[config.mk]
export PLATFORM = sky130hd
export DESIGN_NAME = stopwatch_ctrl
export DESIGN_NICKNAME = d
export VERILOG_FILES = /design/src/rtl/stopwatch_ctrl.sv
export SDC_FILE = /design/constraint.sdc
export NUM_CORES = 1
export LEC_CHECK = 0
export ABC_AREA = 1
export BUFFER_PORTS_ARGS = -buffer_cell sky130_fd_sc_hd__buf_2
export CAP_MARGIN = 20
export CORE_ASPECT_RATIO = 1.75
export CORE_MARGIN = 4
export CORE_UTILIZATION = 60
export DETAILED_ROUTE_END_ITERATION = 10
export GPL_TIMING_DRIVEN = 1
export PLACE_DENSITY = 0.76
export RECOVER_POWER = 25
export SLEW_MARGIN = 40
export SYNTH_ARGS = -nofsm -noshare
export SYNTH_HDL_FRONTEND = slang
export SYNTH_SLANG_ARGS = --single-unit
[constraint.sdc]
create_clock -name clk_sel -period 10.25 [get_ports clk_sel]
set_input_delay 2.05 -clock clk_sel [delete_from_list [all_inputs] [get_ports clk_sel]]
set_output_delay 2.05 -clock clk_sel [all_outputs]
set_load 0.01 [all_outputs]
[src/rtl/stopwatch_ctrl.sv]
// Stopwatch control: conditions the raw buttons/switches and sequences RUN, PAUSED
// and ADJUST, producing count ticks, counter clear and display blink.
module stopwatch_ctrl #(
    parameter int unsigned DIV_1HZ   = 100000000,
    parameter int unsigned DIV_2HZ   = 50000000,
    parameter int unsigned DB_CYCLES = 1000000
) (
    input  logic       clk_sel,
    input  logic       rst,
    input  logic       btn_pause_raw,
    input  logic       btn_clr_raw,
    input  logic       sw_adj_raw,
    input  logic       sw_sel_raw,
    output logic       tick,
    output logic       clr,
    output logic       adj,
    output logic       sel,
    output logic       paused,
    output logic       blink,
    output logic [1:0] state
);

    localparam int unsigned N_IN  = 4;
    localparam int unsigned DIV_W = 32;
    localparam int unsigned DB_W  = $clog2(DB_CYCLES + 1);

    typedef enum logic [1:0] {
        ST_RUN    = 2'b00,
        ST_PAUSED = 2'b01,
        ST_ADJUST = 2'b10
    } state_e;

    logic [N_IN-1:0]           raw;
    logic [N_IN-1:0]           sync1_q, sync1_d;
    logic [N_IN-1:0]           sync2_q, sync2_d;
    logic [N_IN-1:0]           db_q, db_d;
    logic [N_IN-1:0][DB_W-1:0] db_cnt_q, db_cnt_d;
    logic                      pause_prev_q, pause_prev_d;
    logic                      clr_prev_q, clr_prev_d;
    logic                      pause_evt_q, pause_evt_d;
    logic                      clr_q, clr_d;
    state_e                    state_q, state_d;
    logic                      ret_q, ret_d;
    logic [DIV_W-1:0]          div1_q, div1_d;
    logic [DIV_W-1:0]          div2_q, div2_d;
    logic                      tick_q, tick_d;
    logic                      blink_q, blink_d;
    logic                      adj_q, adj_d;
    logic                      paused_q, paused_d;
    logic                      run_stay, adj_stay, adj_entry, wrap1, wrap2;

    // Bit order shared by synchronizer, debounce and counter vectors.
    assign raw = {sw_sel_raw, sw_adj_raw, btn_clr_raw, btn_pause_raw};

    always_comb begin
        sync1_d  = raw;
        sync2_d  = sync1_q;
        db_d     = db_q;
        db_cnt_d = '0;
        // A level flips only after DB_CYCLES consecutive disagreeing cycles.
        for (int i = 0; i < int'(N_IN); i++) begin
            if (sync2_q[i] != db_q[i]) begin
                if (db_cnt_q[i] == DB_W'(DB_CYCLES - 1)) begin
                    db_d[i] = sync2_q[i];
                end else begin
                    db_cnt_d[i] = db_cnt_q[i] + DB_W'(1);
                end
            end
        end

        pause_prev_d = db_q[0];
        pause_evt_d  = db_q[0] & ~pause_prev_q;
        clr_prev_d   = db_q[1];
        clr_d        = db_q[1] & ~clr_prev_q;

        // ret: 0 returns to RUN, 1 returns to PAUSED; adj outranks pause.
        state_d = state_q;
        ret_d   = ret_q;
        case (state_q)
            ST_RUN: begin
                if (db_q[2]) begin
                    state_d = ST_ADJUST;
                    ret_d   = 1'b0;
                end else if (pause_evt_q) begin
                    state_d = ST_PAUSED;
                end
            end
            ST_PAUSED: begin
                if (db_q[2]) begin
                    state_d = ST_ADJUST;
                    ret_d   = 1'b1;
                end else if (pause_evt_q) begin
                    state_d = ST_RUN;
                end
            end
            ST_ADJUST: begin
                if (!db_q[2]) begin
                    state_d = ret_q ? ST_PAUSED : ST_RUN;
                end
            end
            default: begin
                state_d = ST_RUN;
            end
        endcase

        // Dividers advance only while staying in their state, so no tick lands
        // on the first cycle of a different state.
        run_stay  = (state_q == ST_RUN) && (state_d == ST_RUN);
        adj_stay  = (state_q == ST_ADJUST) && (state_d == ST_ADJUST);
        adj_entry = (state_q != ST_ADJUST) && (state_d == ST_ADJUST);
        wrap1     = run_stay && (div1_q == DIV_W'(DIV_1HZ - 1));
        wrap2     = adj_stay && (div2_q == DIV_W'(DIV_2HZ - 1));

        div1_d = div1_q;
        if (run_stay) begin
            div1_d = wrap1 ? '0 : div1_q + DIV_W'(1);
        end
        div2_d = div2_q;
        if (adj_entry) begin
            div2_d = '0;
        end else if (adj_stay) begin
            div2_d = wrap2 ? '0 : div2_q + DIV_W'(1);
        end
        if (clr_d) begin
            div1_d = '0;
            div2_d = '0;
        end
        tick_d = (wrap1 || wrap2) && !clr_d;

        blink_d = blink_q;
        if ((state_d != ST_ADJUST) || adj_entry) begin
            blink_d = 1'b1;
        end else if (wrap2 && !clr_d) begin
            blink_d = ~blink_q;
        end

        adj_d    = (state_d == ST_ADJUST);
        paused_d = (state_d == ST_PAUSED);
    end

    always_ff @(posedge clk_sel or posedge rst) begin
        if (rst) begin
            sync1_q      <= '0;
            sync2_q      <= '0;
            db_q         <= '0;
            db_cnt_q     <= '0;
            pause_prev_q <= 1'b0;
            clr_prev_q   <= 1'b0;
            pause_evt_q  <= 1'b0;
            clr_q        <= 1'b0;
            state_q      <= ST_RUN;
            ret_q        <= 1'b0;
            div1_q       <= '0;
            div2_q       <= '0;
            tick_q       <= 1'b0;
            blink_q      <= 1'b1;
            adj_q        <= 1'b0;
            paused_q     <= 1'b0;
        end else begin
            sync1_q      <= sync1_d;
            sync2_q      <= sync2_d;
            db_q         <= db_d;
            db_cnt_q     <= db_cnt_d;
            pause_prev_q <= pause_prev_d;
            clr_prev_q   <= clr_prev_d;
            pause_evt_q  <= pause_evt_d;
            clr_q        <= clr_d;
            state_q      <= state_d;
            ret_q        <= ret_d;
            div1_q       <= div1_d;
            div2_q       <= div2_d;
            tick_q       <= tick_d;
            blink_q      <= blink_d;
            adj_q        <= adj_d;
            paused_q     <= paused_d;
        end
    end

    assign tick   = tick_q;
    assign clr    = clr_q;
    assign adj    = adj_q;
    assign sel    = db_q[3];
    assign paused = paused_q;
    assign blink  = blink_q;
    assign state  = state_q;

endmodule

Word level (Yosys, flattened, before mapping). Cells that the tools add are included.

Add/subtract/negate cells: 6. Multiplexer cells: 27. Reduce and logical (&&, ||, !) cells: 21. Bitwise operators: 5. Eq/ne operators: 18.

Operators by type and width (number): $mux W32 (7); $mux W20 (8); $add A20 B1 Y20 const B (4); $eq A20 B20 Y1 const B (4); $add A32 B1 Y32 const B (2); $eq A32 B26 Y1 const B (1); $eq A32 B27 Y1 const B (1); $mux W2 (5); $ne A2 B2 Y1 const B (4); $reduce_and A2 Y1 (4); $logic_and A1 B1 Y1 (7); $pmux W2 S3 (1); $reduce_bool A2 Y1 (3); $mux W1 (5); $eq A2 B1 Y1 const B (2); $eq A2 B2 Y1 const B (2); $logic_not A2 Y1 (2); $ne A1 B1 Y1 (4); $not A1 Y1 (3); $reduce_and A3 Y1 (1); $reduce_bool A3 Y1 (1); $and A1 B1 Y1 (2); $logic_or A1 B1 Y1 (2); $pmux W1 S2 (1); $logic_not A1 Y1 (1).

Register bits: 167. Logic and storage cells: 99.

Depth between registers and ports, before layout.
Word-level depth: 10. Gate-level depth with buffers: 11.

Least setup slack after synthesis. Ideal clock, no wire load.

Path type: register -> output. Start point: register blink_q (netlist: blink). End point: output port blink. Path buffers: 0. Data arrival time: 0.537 ns. Cell stages (with the launch flop): 1. Slack: 7.663 ns. Data required time: 8.200 ns. Path through: dfstp_2.

RTL lines: from (decl) (line 47) `logic blink_q, blink_d;`; from (signal assigned) (line 173) `blink_q <= blink_d;`; to (decl) (line 19) `output logic blink,`.

No word-level cell between the ends.

Final worst setup path.
Start point: register blink_q (netlist: blink). End point: output port blink.

No word-level cell between the ends.

==> results.txt <==
post-synth top area share = 0.4341
post-synthesis sequential area ratio = 0.4368
Boundary Pins = 14
slew margin rel. = 0.3520
PD cells = 132.2 mW/mm^2
Syn Std Cell Area = 0.009569 sq mm
DRT iter0 DRCs = 434
final wirelength = 21720 um
Hold Slack = 347.1 ps
worst reg2reg startpoint = db_q[1]
initial antenna violation count = 0
net count after synthesis = 1313
WP depth = 1
pin count of the biggest net entering global routing = 99
vias in the first global route = 8693
Crit Path Category = reg -> out
Reg2Reg Setup Slack = 7270 ps
first-pass GRT wire length = 37730 um
measured slew at the worst slew-check pin = 969.7 ps
maxcap violations = 0
fraction of registers with async set/reset = 1.000
Num CTS Buffers = 17
count leader, synth = nand2_1
Synth top cells by count = 286 x nand2_1, 258 x nor2_1, 172 x inv_1
Core ar. = 0.01554 sq mm
# nets final = 1332
worst-case reg-to-reg path depth = 8
number of unique standard cell types used by synthesis = 42
Max Clock Freq = 320.8 MHz
Starting Density = 0.6158
Setup Fix Bufs, Post-CTS = 0
overall global routing resource usage = 0.2574
outcome = finished, final reports clean
crit path launch type = register
post-route cell area = 0.01035 sq mm
DR WL/cell = 14.30 um
Final Util = 0.6663
Die ar. = 0.01811 sq mm
CP Cell Sequence = buf_2
post-CTS resize count = 0
fillcell total = 1347
crit share post-route = 0.3041
dpl cell area = 0.009771 sq mm
Die Height = 175.1 um
Max H-tree Level = 4
buffers and inverters on the worst path = 1
maximum vdd drop = 0.1006 mV
# rows = 60
sum of negative setup slack = 0 ps
Worst setup EP type = output pin
antenna cells = 0
# setup viols final = 0
Slowest cell on crit path = dfstp_2
Critical Path Start = blink
Yosys top cell by area = dfrtp_1
synth top area cells = dfrtp_1 43%, nand2_1 11%, nor2_1 10%
ANT nets after route = 0
RSZ-0062 raised after global routing = false
DRC errors left = 0
routability-driven placement congestion ratio = 0.9539
EDFF count, synth = 0
Fin. Hold Viols = 0
worst hold path type = reg -> reg
layout cells sized above 1 = 0.07502
CTS clk-pin slew, worst paths = 60 ps
Tmin final = 3117 ps
Initial DRT Pass Iterations = 8
via count = 8383
Worst EP required = 8200 ps
clk_skew = 12.93 ps
Worst Path Arrival = 1070 ps
Tot Pwr = 1.368 mW
CP top delay family = flip-flops
clk_lat worst skew = 420 ps
Yosys reg bits = 167
clk sinks = 167
Vias/cell = 5.519
CP Max Fanout = 3
Max Slew Vio Count = 0
Leak Pwr = 4.611 nW
r2r endpoint = div2_q[25]
Hold Buf Count CTS = 0
TritonCTS clock tree = yes
area added between synthesis and finish = 8.198%
GRT overflow = 0
die outline width = 103.5 um
Cells after Synth = 1301
clk buf depth = 2
synth warn = 0
Main synth FF type = dfrtp_1
CP endpoint = blink
root cell of the clock tree = clkbuf_16
crit-path max cell delay = 530 ps
# port buffers = 13
average size of a mapped cell = 7.355 sq um
DP Wirelength = 15730 um
logic make-up (layout without fill, tap and decap cells):
logic type | count (synthesis) | in the layout | share of synthesized area
compound gates | 51 | 51 | 0.02890
xor+xnor | 59 | 59 | 0.05400
fa+ha+maj | 6 | 6 | 0.007845
buf+inv | 191 | 223 | 0.08146
flops | 167 | 167 | 0.4368
simple gates | 827 | 827 | 0.3910
registers in the layout (all words and copies together) (netlist names):
register / cells
clr: 1
ret_q: 1
tick: 1
sync2_q: 4
clr_prev_q: 1
state: 2
div2_q: 32
pause_evt_q: 1
pause_prev_q: 1
div1_q: 32
paused: 1
sync1_q: 4
db_q: 4
blink: 1
adj: 1
db_cnt_q: 80
placed cells by master, fill, tap and decap left out, types with 17 or more instances in the layout:
cell       netlist  layout
dfrtp_1        166     166
nand2_1        286     292
nand3_1         79      80
xor2_1          49      49
clkbuf_16        0      17
nor2_1         258     258
nor3_1          63      65
nand4_1         63      63
inv_1          172     172
o21ai_0         20      20
nor2_2          28      28
a21oi_1         20      20
report_power, final:
| part | leakage, nW | internal (mW) | switching (mW) |
|---|---|---|---|
| clock | 0.296 | 0.401 | 0.272 |
| combinational | 2.03 | 0.00563 | 0.0224 |
| sequential | 2.29 | 0.664 | 0.00337 |
| total | 4.61 | 1.07 | 0.298 |
area by class of cell:
type,instances,area (sq um),area share
Clock inverter,12,163.9,0.01583
Clock buffer,20,456.7,0.04411
Inverter,177,671.9,0.06489
Timing Repair Buffer,14,76.32,0.007372
Tap cell,186,232.7,0.02248
Multi-Input combinational cell,943,4572,0.4416
Sequential cell,167,4180,0.4037
stage by stage:
| stage | setup WS [ps] | std cells |
|---|---|---|
| finish | 7133 | 1519 |
| global placement | 6478 | 1487 |
| floorplan | 3683 | 1301 |
| CTS | 7115 | 1519 |
| detailed placement | 6899 | 1487 |
| global route | 6913 | 1519 |
metal layers:
metal  track usage  up-vias  routed length (um)
met1        0.2673     3896                8217
met4        0.1394        0                1059
met3       0.04235       94                 666
met2        0.4718      221               11780
li1              -     4172                   -
met5             0        -                   0
how the worst min path moves through the flow:
stage | start | end | slack, ps | cells past startpoint
final | sync1_q[0] | sync2_q[0] | 350 | 0
after global routing | sync1_q[1] | sync2_q[1] | 360 | 0
after CTS | sync1_q[0] | sync2_q[0] | 350 | 0
after detailed placement | sync1_q[0] | sync2_q[0] | 340 | 0
after global placement | sync1_q[0] | sync2_q[0] | 330 | 0
after floorplan | sync1_q[0] | sync2_q[0] | 330 | 0
Note: power is estimated with default switching activity, not from simulation.
